--- src/rtl/seq_bin2bcd.sv ---
// Iterative double-dabble binary-to-BCD converter, one operand bit per clock; BCD_SIGNED_EN selects two's complement input.
// Latency: operand accepted at edge N gives out_valid after edge N+WIDTH; one result per WIDTH+2 cycles.
// Backpressure: result held in DONE until out_ready; in_ready is low while busy or holding a result.
module seq_bin2bcd #(
    parameter int WIDTH  = 16,
    parameter int DIGITS = 5
) (
    input  logic                  clk,
    input  logic                  rst,
    input  logic                  in_valid,
    output logic                  in_ready,
    input  logic [WIDTH-1:0]      binary,
    output logic                  out_valid,
    input  logic                  out_ready,
    output logic [4*DIGITS-1:0]   bcd,
    output logic                  sign,
    output logic                  overflow
);

    localparam int CW = $clog2(WIDTH + 1);

    typedef enum logic [1:0] {
        IDLE  = 2'd0,
        SHIFT = 2'd1,
        DONE  = 2'd2
    } state_t;

    state_t              state_q, state_d;
    logic [WIDTH-1:0]    opnd_q, opnd_shf, magnitude;
    logic [4*DIGITS-1:0] digits_q, digits_adj, digits_shf;
    logic [CW-1:0]       cnt_q;
    logic                ovf_q, ovf_nxt, last_shift;
    logic                overflow_q;
    logic [4*DIGITS-1:0] bcd_q;

`ifdef BCD_SIGNED_EN
    logic neg, sgn_q, sign_q;
    assign neg       = binary[WIDTH-1];
    // Magnitude is taken as WIDTH-bit unsigned, so the most negative value maps to 2^(WIDTH-1).
    assign magnitude = neg ? (~binary + {{(WIDTH-1){1'b0}}, 1'b1}) : binary;
    assign sign      = sign_q;
`else
    assign magnitude = binary;
    assign sign      = 1'b0;
`endif

    always_comb begin
        digits_adj = digits_q;
        for (int k = 0; k < DIGITS; k++) begin
            if (digits_q[4*k +: 4] >= 4'd5)
                digits_adj[4*k +: 4] = digits_q[4*k +: 4] + 4'd3;
        end
    end

    // The top digit's bit 3 falls off the end on the shift, which is the only way to lose value.
    assign ovf_nxt    = ovf_q | digits_adj[4*DIGITS-1];
    assign digits_shf = {digits_adj[4*DIGITS-2:0], opnd_q[WIDTH-1]};
    assign opnd_shf   = {opnd_q[WIDTH-2:0], 1'b0};
    assign last_shift = (cnt_q == CW'(1));

    always_ff @(posedge clk or posedge rst) begin
        if (rst) state_q <= IDLE;
        else     state_q <= state_d;
    end

    always_comb begin
        state_d = state_q;
        case (state_q)
            IDLE:    if (in_valid)   state_d = SHIFT;
            SHIFT:   if (last_shift) state_d = DONE;
            DONE:    if (out_ready)  state_d = IDLE;
            default:                 state_d = IDLE;
        endcase
    end

    always_comb begin
        in_ready  = (state_q == IDLE);
        out_valid = (state_q == DONE);
    end

    always_ff @(posedge clk or posedge rst) begin
        if (rst) begin
            opnd_q     <= '0;
            digits_q   <= '0;
            cnt_q      <= '0;
            ovf_q      <= 1'b0;
            bcd_q      <= '0;
            overflow_q <= 1'b0;
`ifdef BCD_SIGNED_EN
            sgn_q      <= 1'b0;
            sign_q     <= 1'b0;
`endif
        end else begin
            case (state_q)
                IDLE: begin
                    if (in_valid) begin
                        opnd_q   <= magnitude;
                        digits_q <= '0;
                        ovf_q    <= 1'b0;
                        cnt_q    <= CW'(WIDTH);
`ifdef BCD_SIGNED_EN
                        sgn_q    <= neg;
`endif
                    end
                end
                SHIFT: begin
                    opnd_q   <= opnd_shf;
                    digits_q <= digits_shf;
                    ovf_q    <= ovf_nxt;
                    cnt_q    <= cnt_q - 1'b1;
                    if (last_shift) begin
                        bcd_q      <= digits_shf;
                        overflow_q <= ovf_nxt;
`ifdef BCD_SIGNED_EN
                        sign_q     <= sgn_q;
`endif
                    end
                end
                default: ;
            endcase
        end
    end

    assign bcd      = bcd_q;
    assign overflow = overflow_q;

endmodule

--- config.mk ---
export PLATFORM = sky130hd
export DESIGN_NAME = seq_bin2bcd
export DESIGN_NICKNAME = d
export VERILOG_FILES = /design/src/rtl/seq_bin2bcd.sv
export SDC_FILE = /design/constraint.sdc
export NUM_CORES = 1
export LEC_CHECK = 0
export BUFFER_PORTS_ARGS = -buffer_cell sky130_fd_sc_hd__buf_4
export CORE_ASPECT_RATIO = 0.9
export CORE_MARGIN = 1.5
export CORE_UTILIZATION = 30
export DETAILED_ROUTE_END_ITERATION = 12
export PLACE_DENSITY_LB_ADDON = 0.05
export SLEW_MARGIN = 20
export SYNTH_ARGS = -nofsm -noshare
export SYNTH_HDL_FRONTEND = slang
export SYNTH_SLANG_ARGS = --single-unit
--- constraint.sdc ---
create_clock -name clk -period 2.76 [get_ports clk]
set_clock_uncertainty 0.2 [all_clocks]
set_input_delay 0.138 -clock clk [delete_from_list [all_inputs] [get_ports clk]]
set_output_delay 0.138 -clock clk [all_outputs]
set_load 0.05 [all_outputs]
Yosys cells after proc, flatten, opt, wreduce, memory -nomap -nowiden
Cells that the tools add are included.
{"block": "classes", "add_sub_neg": 6, "order_cmp": 5, "n_eq_ne": 6, "muxes": 17, "bitwise_logic": 1, "n_reduce_logical": 5}
{"op": "20-bit one-hot mux with 2 select lines", "n": 1}
{"op": "16-bit one-hot mux with 2 select lines", "n": 1}
{"op": "4-bit by 2-bit adder with 4-bit output (second input constant)", "n": 5}
{"op": "4-bit by 3-bit >= comparator with 1-bit output (second input constant)", "n": 5}
{"op": "20-bit 2-to-1 mux", "n": 1}
{"op": "4-bit 2-to-1 mux", "n": 5}
{"op": "16-bit 2-to-1 mux", "n": 1}
{"op": "5-bit one-hot mux with 2 select lines", "n": 1}
{"op": "2-bit 2-to-1 mux", "n": 3}
{"op": "2-bit one-hot mux with 3 select lines", "n": 1}
{"op": "5-bit by 1-bit equality test with 1-bit output (second input constant)", "n": 1}
{"op": "5-bit 2-to-1 mux", "n": 1}
{"op": "5-bit by 1-bit subtractor with 5-bit output (second input constant)", "n": 1}
{"op": "2-bit inequality test (second input constant)", "n": 2}
{"op": "2-bit AND reduction", "n": 2}
{"op": "3-bit AND reduction", "n": 1}
{"op": "2-bit by 1-bit equality test with 1-bit output (second input constant)", "n": 1}
{"op": "2-bit equality test (second input constant)", "n": 1}
{"op": "2-bit zero test", "n": 1}
{"op": "2-bit by 1-bit inequality test with 1-bit output (second input constant)", "n": 1}
{"op": "1-bit one-hot mux with 2 select lines", "n": 1}
{"op": "2-bit nonzero test", "n": 1}
{"op": "1-bit 2-to-1 mux", "n": 1}
{"op": "1-bit bitwise OR", "n": 1}
{"block": "word_totals", "regBits": 65, "inputBits": 20, "out_inout_bits": 24, "wordCells": 47}

Logic depth before layout (Yosys ltp)
{"block": "logic_depth", "depth_word": 4, "depth_mapped": 7}

Least setup slack after synthesis
OpenSTA, ideal clock, no wires.
{"block": "synth_path", "path_type": "register to register", "from": "register state_q[0]", "to": "register cnt_q[2]", "arrival_time_ps": 1836, "required_time_ps": 2430, "setup_slack_ps": 594, "stages_incl_launch_ff": 7, "cell_sequence": "dfrtp_1 > clkbuf_1 > buf_2 > nor2_1 > nand2_1 > nand3_1 > o21ai_0"}
{"block": "synth_between", "elab_chain_len": 3}
{"element": "start: declaration", "line": "28", "text": "state_t state_q, state_d;"}
{"element": "start signal: assignment", "line": "63", "text": "else state_q <= state_d;"}
{"element": "2-bit zero test *"}
{"element": "named net in_ready", "line": "11", "text": "output logic in_ready,"}
{"element": "2-bit inequality test (no line) or 2-bit nonzero test (tied branches)"}
{"element": "2-bit AND reduction (no line)"}
{"element": "end signal: assignment", "line": "100", "text": "cnt_q <= CW'(WIDTH);"}
{"element": "end signal: assignment", "line": "110", "text": "cnt_q <= cnt_q - 1'b1;"}
{"element": "end: declaration", "line": "31", "text": "logic [CW-1:0] cnt_q;"}
The timed path passes the listed nets; every way through them passes the cells marked *.
A chain may end at the register's enable or synchronous reset.

Worst setup path after layout
{"block": "layout_path", "from": "register state_q[0]", "to": "output port in_ready"}
{"block": "layout_between", "elab_chain_len": 1}
{"element": "2-bit zero test", "line": "77", "text": "in_ready = (state_q == IDLE);"}
{"element": "end: declaration", "line": "11"}
No other way between the ends.

==> metrics <==
DR DRC count=0; Logic pwr share=0.441; type of origin of the critical path=register; EDFF count, synth=0; initial antenna violation count=0; Starting DRT DRC Count=87; Clock Tree Root=clkbuf_16; clock share of power=0.211; Clk Latency, worst-skew pair=around 0.33 ns; nets@finish=roughly 400; input/output buffers=42; Post-synth ARST share=1.00; worst-path fanout max=33; CTS max path bufs=2; post-placement cell area=roughly 0.0036 mm²; drt pass-1 iters=4; WL met1=3700 µm; Yosys warnings=0; Mapped Avg Cell Area=around 10 µm²; Synth area leaders=dfrtp_1 51%, o21ai_0 7.9%, nand2_1 6.5%; max incr delay on CP=between 0.4 and 0.5 ns; post-CTS setup buffers=0; Setup TNS=0 ns; Placement Rows=35; Die W=between 100 and 150 µm; worst hold path class=in -> reg; Vias=2,372; Fin. Hold Viols=0; PwrDens=between 1000 and 1500 mW/mm²; Area growth syn-to-layout=23.5%; WL met2=around 3100 µm; Critical Path RT=approximately 2.4 ns; slew margin rel.=0.454; Num CTS Buffers=9; slowest stage cell, crit path=dfrtp_1; share of cells above drive strength 1=0.187; cell area after layout=0.00393 mm²; post-synthesis register bit count=65; total track usage=0.136; Worst-Margin Slew=0.818 ns; Die Y=around 100 µm; f_max=between 500 and 600 MHz; Crit path top cell by count=buf_4; DR top layer=met4; H-tree depth=3; Cell variety after synth=31; kind of cell adding the most delay to the critical path=buffers and inverters; worst vdd ir=between 0.6 and 0.7 mV; Worst Path Buf+Inv=2; Synth area leader=dfrtp_1; most common cell after layout, fill and taps aside=dfrtp_1; Switch Pwr=between 2000 and 2500 µW; Pint=approximately 2800 µW; fin. max-slew vios=0; first-pass GRT wire length=around 12,000 µm; commonest cells after routing, fill and taps aside=65 x dfrtp_1, 55 x nand2_1, 50 x o21ai_0; Synth Instances=325; Leakage=roughly 0.0019 µW; vias per cell=4.71; gpl congestion=between 0.6 and 0.7; Resize count post-CTS=0; unrepaired setup endpoints after global routing=no; kind of critical path=reg -> out; CTS tree=done; Clock transition at path regs=~0.050 ns; Arrival @ worst endpoint=~1.6 ns; fin crit period=approximately 2 ns; switch share=0.418; Fin Hold WS=0.0132 ns; Max-Cap Viols=0; largest net degree at the start of global routing=36; Mapped Area=approximately 0.0032 mm²; clock sinks=65; DIE AREA=0.0112 mm²; Critical Path Sink Type=output pin; core box area=~0.010 mm²; post-detail-place hpwl=around 4700 µm; antenna viol nets, final=0; DR WL/cell=14.1 µm; met3 wire length=234 µm; Seq/Total Area, Yosys=0.511; Fillers=1,046; Post-Route Utilization=0.382; final period utilization=0.708; cts hold-fix bufs=3; Main synth FF type=dfrtp_1; outcome=finished clean; # diodes=0; top-area cell type share of the netlist area=0.511; Final setup violation count=0; starting density of the core=0.309; Sequential Power Share=0.347; final wirelength=between 7000 and 8000 µm; IO Pins=44; vias in the first global route=roughly 2.3k; crit path cell chain=buf_4, nor2_1, buf_4; syn nets=around 360; global route total overflow=0
## area by class of cell
cell class              instances  area [µm²]  area share
repair buffers                 52         410       0.104
inverters                      14        52.6      0.0134
flip-flops and latches         65        1630       0.414
well taps                     129         161      0.0411
clock buffers                  15         258      0.0656
multi-input cells             229        1420       0.361
## cells in the mapped netlist (all sizes together), types with 3 or more instances
master  count
a21oi      32
a22o        7
and3b      15
buf        10
clkbuf      7
dfrtp      65
ha         12
inv        14
mux2        7
mux2i       4
nand2      56
nand2b      8
nor2        6
nor2b       3
nor3b       9
o21ai      50
o31ai       4
xnor2       5
## per-layer routing
| layer | global-route usage | up-vias |
|---|---|---|
| li1 | - | 1207 |
| met1 | 0.189 | 1122 |
| met2 | 0.197 | 36 |
| met3 | 0.0445 | 7 |
| met4 | 0.0497 | 0 |
| met5 | 0 | - |
## registers in the layout, indices dropped and copies added (netlist names)
signal    count
digits_q     20
overflow      1
cnt_q         5
bcd          20
opnd_q       16
state_q       2
ovf_q         1
## kinds of logic after synthesis
group           after synthesis  share of synthesized area
simple gates                104                      0.178
compound gates               96                      0.165
flops                        65                      0.511
buf+inv                      31                     0.0433
fa+ha+maj                    12                     0.0472
mux                          11                     0.0397
xor+xnor                      5                     0.0138
other cells                   1                    0.00118
## tightest hold or removal path: stages
cell and delay [ns]:
buf_4 0.07, and3b_1 0.14, a21oi_1 0.04, o21ai_0 0.12
## path summary, 6_finish.rpt
check / from / end / slack, ns / depth (start not counted)
hold reg to reg: bcd[13] / bcd[13] / 0.27 / 2
hold / removal: binary[4] / opnd_q[4] / 0.01 / 4
max in group asynchronous: rst / bcd[15] / 1.41 / 4
setup reg to reg: state_q[0] / cnt_q[3] / 0.86 / 5
min in group asynchronous: rst / bcd[1] / 0.24 / 3
setup / recovery: state_q[0] / in_ready / 0.81 / 3
## through the flow
stage          setup slack [ns]  total power (µW)  cells
3_3_place_gp              0.851              3820    486
6_report                  0.805              4800    504
4_1_cts                   0.771              4880    504
2_1_floorplan             0.594              3200    325
3_5_place_dp              0.838              3830    486
5_1_grt                   0.639              5180    504
## power groups by stage
stage	combinational (µW)	sequential [µW]	clock (µW)
detailed placement	2140	1680	0
CTS	2150	1670	1050
global route	2360	1730	1090
floorplan	1200	2010	0
finish	2120	1670	1010
global placement	2140	1680	0
(Power assumes the default switching activity.)
